==> src/rtl/univ_shift_reg.sv <==
// Universal shift register: hold, shift right/left, parallel load, fill count.
// Define UNIV_SHIFT_REG_ROTATE_EN to add the rot input for circular shifts.
module univ_shift_reg #(
   parameter int WIDTH = 8,
   parameter int DEPTH = 4
) (
   input  logic                       clock,
   input  logic                       clear,
   input  logic                       en,
   input  logic [1:0]                 mode,
   input  logic [WIDTH-1:0]           sin_r,
   input  logic [WIDTH-1:0]           sin_l,
   input  logic [WIDTH*DEPTH-1:0]     pin,
`ifdef UNIV_SHIFT_REG_ROTATE_EN
   input  logic                       rot,
`endif
   output logic [WIDTH*DEPTH-1:0]     pout,
   output logic [WIDTH-1:0]           sout_r,
   output logic [WIDTH-1:0]           sout_l,
   output logic [$clog2(DEPTH+1)-1:0] count,
   output logic                       full
);

   localparam int CW = $clog2(DEPTH+1);
   localparam int TW = WIDTH*DEPTH;
   localparam logic [CW-1:0] LP_FULL = CW'(DEPTH);

   logic [TW-1:0]    r_data;
   logic [CW-1:0]    r_count;
   logic             r_full;

   logic             w_rot;
   logic [WIDTH-1:0] w_in_r;
   logic [WIDTH-1:0] w_in_l;
   logic [CW-1:0]    w_cnt_sh;
   logic [CW-1:0]    w_cnt_nx;
   logic [TW-1:0]    w_data_nx;

`ifdef UNIV_SHIFT_REG_ROTATE_EN
   assign w_rot = rot;
`else
   assign w_rot = 1'b0;
`endif

   // Rotation recirculates the outgoing stage and leaves the fill count alone.
   assign w_in_r = w_rot ? r_data[TW-1 -: WIDTH] : sin_r;
   assign w_in_l = w_rot ? r_data[WIDTH-1:0] : sin_l;

   assign w_cnt_sh = (w_rot || r_count == LP_FULL) ?
                     r_count : r_count + CW'(1);

   always_comb begin
      w_data_nx = r_data;
      w_cnt_nx  = r_count;
      case (mode)
         2'b01: begin
            w_data_nx = {r_data[TW-WIDTH-1:0], w_in_r};
            w_cnt_nx  = w_cnt_sh;
         end
         2'b10: begin
            w_data_nx = {w_in_l, r_data[TW-1:WIDTH]};
            w_cnt_nx  = w_cnt_sh;
         end
         2'b11: begin
            w_data_nx = pin;
            w_cnt_nx  = LP_FULL;
         end
         default: begin
            w_data_nx = r_data;
            w_cnt_nx  = r_count;
         end
      endcase
   end

   always_ff @(posedge clock or negedge clear) begin
      if (!clear) begin
         r_data  <= '0;
         r_count <= '0;
         r_full  <= 1'b0;
      end else if (en) begin
         r_data  <= w_data_nx;
         r_count <= w_cnt_nx;
         r_full  <= (w_cnt_nx == LP_FULL);
      end
   end

   assign pout   = r_data;
   assign sout_r = r_data[TW-1 -: WIDTH];
   assign sout_l = r_data[WIDTH-1:0];
   assign count  = r_count;
   assign full   = r_full;

endmodule

==> config.mk <==
export PLATFORM = sky130hd
export DESIGN_NAME = univ_shift_reg
export DESIGN_NICKNAME = d
export VERILOG_FILES = /design/src/rtl/univ_shift_reg.sv
export SDC_FILE = /design/constraint.sdc
export NUM_CORES = 1
export LEC_CHECK = 0
export ABC_AREA = 1
export BUFFER_PORTS_ARGS = -buffer_cell sky130_fd_sc_hd__buf_2
export CAP_MARGIN = 20
export CORE_MARGIN = 1.5
export CORE_UTILIZATION = 30
export CTS_BUF_LIST = sky130_fd_sc_hd__clkbuf_8 sky130_fd_sc_hd__clkbuf_16
export DETAILED_ROUTE_END_ITERATION = 12
export MAX_ROUTING_LAYER = met4
export PLACE_DENSITY = 0.6
export SLEW_MARGIN = 5
export SYNTH_ARGS = -nofsm -noshare
export SYNTH_HDL_FRONTEND = slang
export SYNTH_SLANG_ARGS = --single-unit
export TNS_END_PERCENT = 1
==> constraint.sdc <==
create_clock -name clock -period 1.5 [get_ports clock]
set_input_delay 0.225 -clock clock [delete_from_list [all_inputs] [get_ports clock]]
set_output_delay 0.225 -clock clock [all_outputs]
set_load 0.1 [all_outputs]
-- After elaboration in Yosys (flattened, before gate mapping)
Index checks and enable logic that the tools add are counted.
- RAM bits: 0
- word-level logic and storage cells: 15
- input bits: 53
- latch bits: 0
- ROM bits: 0
- memories kept: 0
- bits in registers: 36
- $mul: 0
- add/sub/neg operators: 1
- equal/unequal tests: 5
- div/mod/pow operators: 0
- muxes and demuxes: 3
- order comparisons: 0
- bitwise gates (word level): 0
- reduce and logical (&&, ||, !) cells: 3
- shift operators: 0
- operators with widths (cell ; count):
    case mux 32 bit (3 select lines) ; 1
    == test 3 bit, second input constant ; 2
    case mux 3 bit (2 select lines) ; 1
    == test 2 bit, second input constant ; 2
    adder 3 x 1 -> 3 bit, second input constant ; 1
    two-way mux 3 bit ; 1
    nonzero test 3 bit ; 1
    == test 2 x 1 -> 1 bit, second input constant ; 1
    AND reduction 2 bit ; 1
    OR reduction 2 bit ; 1

-- Logic depth before layout (Yosys ltp)
Gate-level depths: netlist of the first run.
- depth after elaboration: 4
- depth in mapped cells: 10
- depth with buffers taken out: 10

-- Worst setup path after synthesis of the first run
OpenSTA, ideal clock, no wires.
- kind: register to register
- start point: register r_count[0] (netlist: count[0])
- end point: register r_full (netlist: full)
- data arrival time: 1.768 ns
- cell stages (with the launch flop): 10
- setup time: 0.120 ns
- path slack: -0.388 ns
- path through: dfrtp_1 -> inv_1 -> ha_1 -> nand2_1 -> nand2_1 -> o21ai_0 -> nand2_1 -> inv_1 -> nand2_1 -> nand2_1
- word-level cells in the longest chain between the ends: 4
- elaborated cells on any way between the ends: 5
- ends and longest elaborated chain (what ; RTL line ; source):
    start, declared ; 29 ; logic [CW-1:0] r_count;
    start signal, assigned ; 82 ; r_count <= w_cnt_nx;
    adder 3 x 1 -> 3 bit or == test 3 bit (tied branches) ; 50, 49 ;
    two-way mux 3 bit ; 49 ; assign w_cnt_sh = (w_rot || r_count == LP_FULL) ?
    case mux 3 bit (2 select lines) * ; 55 ; case (mode)
    == test 3 bit * ; 83 ; r_full <= (w_cnt_nx == LP_FULL);
    end signal, assigned ; 83 ;
    end, declared ; 30 ; logic r_full;
Mark *: on every way between the ends. The rest lies on a longest branch, timed or not.
A chain may end at the register's enable or synchronous reset.

-- Worst setup path after layout of the first run
- start point: register r_data[19] (netlist: pout[19])
- end point: output pout[19]
- RTL lines (what ; RTL line ; source):
    start, declared ; 28 ; logic [TW-1:0] r_data;
    start signal, assigned ; 81 ; r_data <= w_data_nx;
    end, declared ; 17 ; output logic [WIDTH*DEPTH-1:0] pout,
No word-level cell between the ends.

==> metrics.txt, run 1 <==
outcome finished, final reports clean; CP max stage cell buf_2; IO Port Bufs approximately 100; buffers plus inverters on the worst setup path 1; All-Layer GR Usage between 15 and 20%; Slew Limit Fails 0; Unique masters post-synth 17; Hold WC Path Type primary input to flip-flop; Mapped Area between 2000 and 2500 um2; Initial Util 30.8%; Worst-Skew Late Latency approximately 0.29 ns; Critical Path End Type output pin; Async S/R FF share, synth between 90% and 100%; # setup viols final 0; number of flops mapped to enable cells by yosys 0; I/O pin count 105; ANT cells 0; Avg WL per Cell roughly 14 um; Setup Buffers After CTS 0; layout cells sized above 1 38.3%; Yosys top cell by area dfrtp_1; Num CTS Buffers 5; initial antenna violation count 0; combinational group share of total power a little under three fifths; Worst setup startpoint pout[19]$_DFFE_PN0P_; RR Startpoint count[0]$_DFFE_PN0P_; initial drt markers 130; VDD IR max between 0.7 and 0.8 mV; detailed placement HPWL ~4.7 mm; Req. time, crit path about 1.3 ns; dpl cell area around 2700 um2; Layout Utilization roughly two fifths; first-pass GRT wire length about 9.8 mm; router iterations before antenna repair 4; main flop type after synthesis dfrtp_1; Worst Clk Skew between 0.006 and 0.007 ns; CP delay by family, top buffers and inverters; Final Power 4.81 mW; synthesized area per cell slightly above 8 um2; share of power burned in registers between 20 and 30%; Die Area between 7000 and 8000 um2; root buffer cell clkbuf_8; Psw between 2 and 3 mW; Tmin final around 1.4 ns; Ys Warns 0; Crit Path Max Fanout 4; design area around 2800 um2; Final ANT Viol Nets 0; Die Wd roughly 89 um; area of the multi-input gates about 1000 um2; core area ~7200 um2; Leak approximately 1.3 nW; Die Span Y 89.0 um; pin count of the biggest net entering global routing 41; Worst setup SP type flip-flop; register area 905 um2; Worst slew margin roughly two thirds; clock power share roughly 15%; area grow syn2layout 27.9%; Net Sw Frac approximately three fifths; Yosys reg bits 36; vias in the first global route roughly 2100; GP Congestion 0.893; final net count roughly 420; final critical-path share of the clock period a little over nine tenths; Fmax between 0.7 and 0.8 GHz; Int Pwr 1.96 mW; crit-path cells buf_2; CTS resizes 0; Commonest cells post-synth nand2_1, dfrtp_1, nor2_1; register area share after synthesis 40.6%; largest cells by area after synthesis dfrtp_1, nand2_1, a41oi_2, a41oi_1, buf_4; CP arrival 1.18 ns; TritonCTS Sinks 36; total via count in the routed design 2200; top-count cell post-synth nand2_1; Largest stage delay, worst path 0.46 ns; Syn Nets 329; Worst Tran Pin Value roughly 0.50 ns; Setup CP Type flip-flop to output pin; Yosys top cell area share approximately two fifths; Max Root-Sink Buffers 2; fillcell total 781; DRC Markers 0; max cap viols 0; Hold Crit Start sin_r[0]; RSZ-0062 raised after global routing no; FP Rows 31; routed vias/inst about 4.8; power density over the cells between 1500 and 2000 nW/um2; CTS tree done; grt total ovfl 0; Reg clk slew, reported paths ~0.070 ns; Final Hold Fails 0; Mapped Cells 271; H-Tree Depth 2; Total Wirelength roughly 6.2 mm
[per-stage QoR]
stage	setup TNS [ns]	instances	hold WS [ns]	setup slack (ns)
floorplan	-1.37	271	-0.0706	-0.0812
global placement	0	450	0.147	0.180
detailed placement	0	450	0.156	0.132
CTS	0	459	0.197	0.0824
global route	0	459	0.212	0.0158
finish	0	459	0.207	0.0904
[worst paths after layout]
| path | end | slack (ns) | cells after the start |
|---|---|---|---|
| worst min-delay path | pout[0]$_DFFE_PN0P_ | 0.21 | 3 |
| worst min register to register | full$_DFFE_PN0P_ | 0.50 | 2 |
| min in group asynchronous | count[0]$_DFFE_PN0P_ | 0.37 | 2 |
| worst max register to register | full$_DFFE_PN0P_ | 0.23 | 10 |
| max in group asynchronous | pout[15]$_DFFE_PN0P_ | 0.56 | 3 |
| worst max-delay path | pout[19] | 0.09 | 1 |
[cell families (layout without fill, tap and decap cells)]
| logic type | count (synthesis) | count (layout) | share of synthesized area (%) |
|---|---|---|---|
| AO/OA/AOI/OAI | 37 | 37 | 17.8 |
| adder cells (fa/ha/maj) | 5 | 5 | 2.82 |
| buffers and inverters | 42 | 131 | 12.2 |
| flip-flops | 36 | 36 | 40.6 |
| AND/OR/NAND/NOR | 151 | 151 | 26.6 |
[registers in the layout (all words and copies together), names as in the netlist]
name   flops
pout      32
count      3
full       1
[power by group through the flow]
stage | Combinational [mW] | Sequential (mW) | Clock (mW)
final | 2.75 | 1.35 | 0.712
after global routing | 2.87 | 1.38 | 0.780
after CTS | 2.76 | 1.35 | 0.734
after detailed placement | 2.76 | 1.37 | 0
after global placement | 2.74 | 1.37 | 0
after floorplan | 1.11 | 2.62 | 0
[routing by layer]
layer	vias up	wire length (um)	global-route usage, %	part of all wire, %
li1	1059	-	-	-
met1	1053	2640	20.1	42
met2	76	3100	26.9	50
met3	12	363	3.69	5.8
met4	0	129	6.43	2.1
met5	-	0	-	0
[layout by cell type (no fill, tap or decap), drive strengths merged]
cell type / n
a21oi: 2
a41oi: 32
buf: 114
clkbuf: 6
dfrtp: 36
dlygate4sd3: 1
ha: 5
inv: 10
nand2: 109
nand2b: 1
nand3: 2
nand3b: 1
nor2: 38
o21ai: 3
[layout make-up]
cell class                      count  share of cell area (%)
Clock inverter                      2                   0.264
Multi-Input combinational cell    193                    36.9
Timing Repair Buffer              115                    22.6
Tap cell                           99                    4.36
Sequential cell                    36                    31.9
Inverter                            8                    1.06
Clock buffer                        6                    2.91
[timing repair]
action / 4_1_cts / 5_1_grt
hold buffers: 1 / 0
endpoints found under the setup margin: 0 / 0
hold endpoints to repair: 12 / 0
(Power assumes the default switching activity.)
==> inputs of run 2 (changes only) <==
Settings changed: CORE_ASPECT_RATIO set to 2, SETUP_SLACK_MARGIN set to 0.1.
==> metrics.txt, run 2 (synthesis gave the netlist of run 1 again) <==
outcome finished, final reports clean; crit-path cells buf_2; Worst Tran Pin Value 0.513 ns; Total Wirelength 6.38 mm; buffers plus inverters on the worst setup path 1; IO Port Bufs approximately 100; power density over the cells 1790 nW/um2; final net count between 400 and 500; Hold WC Path Type primary input to flip-flop; Final Power around 5.2 mW; area grow syn2layout 29.9%; DRC Markers 0; CP delay by family, top buffers and inverters; total via count in the routed design roughly 2200; Slew Limit Fails 0; Hold Path Depth 3; pin count of the biggest net entering global routing slightly above 50; Layout Utilization about two fifths; routed vias/inst around 5; RSZ-0062 raised after global routing yes; Final Hold Fails 0; CTS tree done; fillcell total about 770; Worst Clk Skew 0.00248 ns; VDD IR max about 1.1 mV; initial antenna violation count 0; Initial Util a little under a third; worst reg2reg path depth 10; Die Area 7960 um2; final worst hold slack around 0.22 ns; Worst setup SP type flip-flop; most common cell after layout, fill and taps aside nand2_1; Critical Path End Type output pin; CP arrival ~1.2 ns; Largest stage delay, worst path 0.46 ns; CP max stage cell buf_2; H-Tree Depth 2; Num CTS Buffers 5; Fmax around 0.72 GHz; core area between 7000 and 8000 um2; Reg clk slew, reported paths roughly 0.06 ns; grt total ovfl 0; I/O pin count between 100 and 150; Worst slew margin 66.0%; GP Congestion slightly below 0.9; Die Span Y about 120 um; root buffer cell clkbuf_16; All-Layer GR Usage 16.9%; final critical-path share of the clock period between 90 and 100%; Die Wd 63.8 um; Tmin final between 1 and 1.5 ns; detailed placement HPWL 4.64 mm; Req. time, crit path approximately 1.3 ns; initial drt markers 110; TritonCTS Sinks 36; ANT cells 0; Worst-Skew Late Latency approximately 0.28 ns; first-pass GRT wire length 10.3 mm; Setup CP Type flip-flop to output pin; Setup Buffers After CTS 0; most frequent cells in the layout nand2_1, buf_2, nor2_1; max reg flops 32; Final ANT Viol Nets 0; layout cells sized above 1 between 30% and 40%; # setup viols final 0; FP Rows 44; setup TNS 0 ns; vias in the first global route around 2000; Crit Path Max Fanout 4; router iterations before antenna repair 4; WP depth 1; Avg WL per Cell between 10 and 15 um; Max Root-Sink Buffers 2; Leak about 1.3 nW; max cap viols 0
[run 2: power by group]
part / switching (mW) / internal [mW] / leakage, nW / total, mW
Clock: 0.399 / 0.654 / 0.0766 / 1.05
Combinational: 2.29 / 0.451 / 0.863 / 2.74
Sequential: 0.211 / 1.15 / 0.401 / 1.36
[run 2: final cells by class]
class,count,area (um2),share of cell area [%]
clock buffer,6,139,4.81
clock inverter,2,10.0,0.347
inverter,8,30.0,1.04
multi-input combinational,193,1050,36.3
sequential,36,905,31.4
tap,92,115,3.99
timing repair buffer,112,638,22.1
[run 2: final timing paths]
kind                                 startpoint              endpoint  slack, ns
setup / recovery           pout[28]$_DFFE_PN0P_              pout[28]       0.10
hold / removal                         sin_r[3]   pout[3]$_DFFE_PN0P_       0.22
setup reg to reg           count[0]$_DFFE_PN0P_      full$_DFFE_PN0P_       0.27
hold reg to reg                full$_DFFE_PN0P_      full$_DFFE_PN0P_       0.49
max in group asynchronous                 clear  count[1]$_DFFE_PN0P_       0.64
min in group asynchronous                 clear  count[0]$_DFFE_PN0P_       0.40
[run 2: per-layer routing]
metal,global-route usage (%),wire (um)
met1,19.9,2450
met3,3.25,365
met2,27.5,3370
met5,-,0
met4,7.42,193
[run 2: worst min-delay path, cell delays in order]
cell     delay, ns
buf_2         0.07
nand2_1       0.05
a41oi_2       0.11
[run 2: per-stage QoR]
stage                     setup slack, ns  instances  cell area [um2]
after floorplan                   -0.0812        271             2220
after global placement              0.176        440             2720
after detailed placement           0.0962        440             2720
after CTS                          0.0770        449             2880
after global routing               0.0719        449             2890
final                               0.102        449             2890
[run 2: repair_timing]
item | CTS | global route
gates resized for setup | 1 | 1
endpoints found under the hold margin | 14 | 0
endpoints found under the setup margin | 5 | 12
hold buffers | 1 | 0
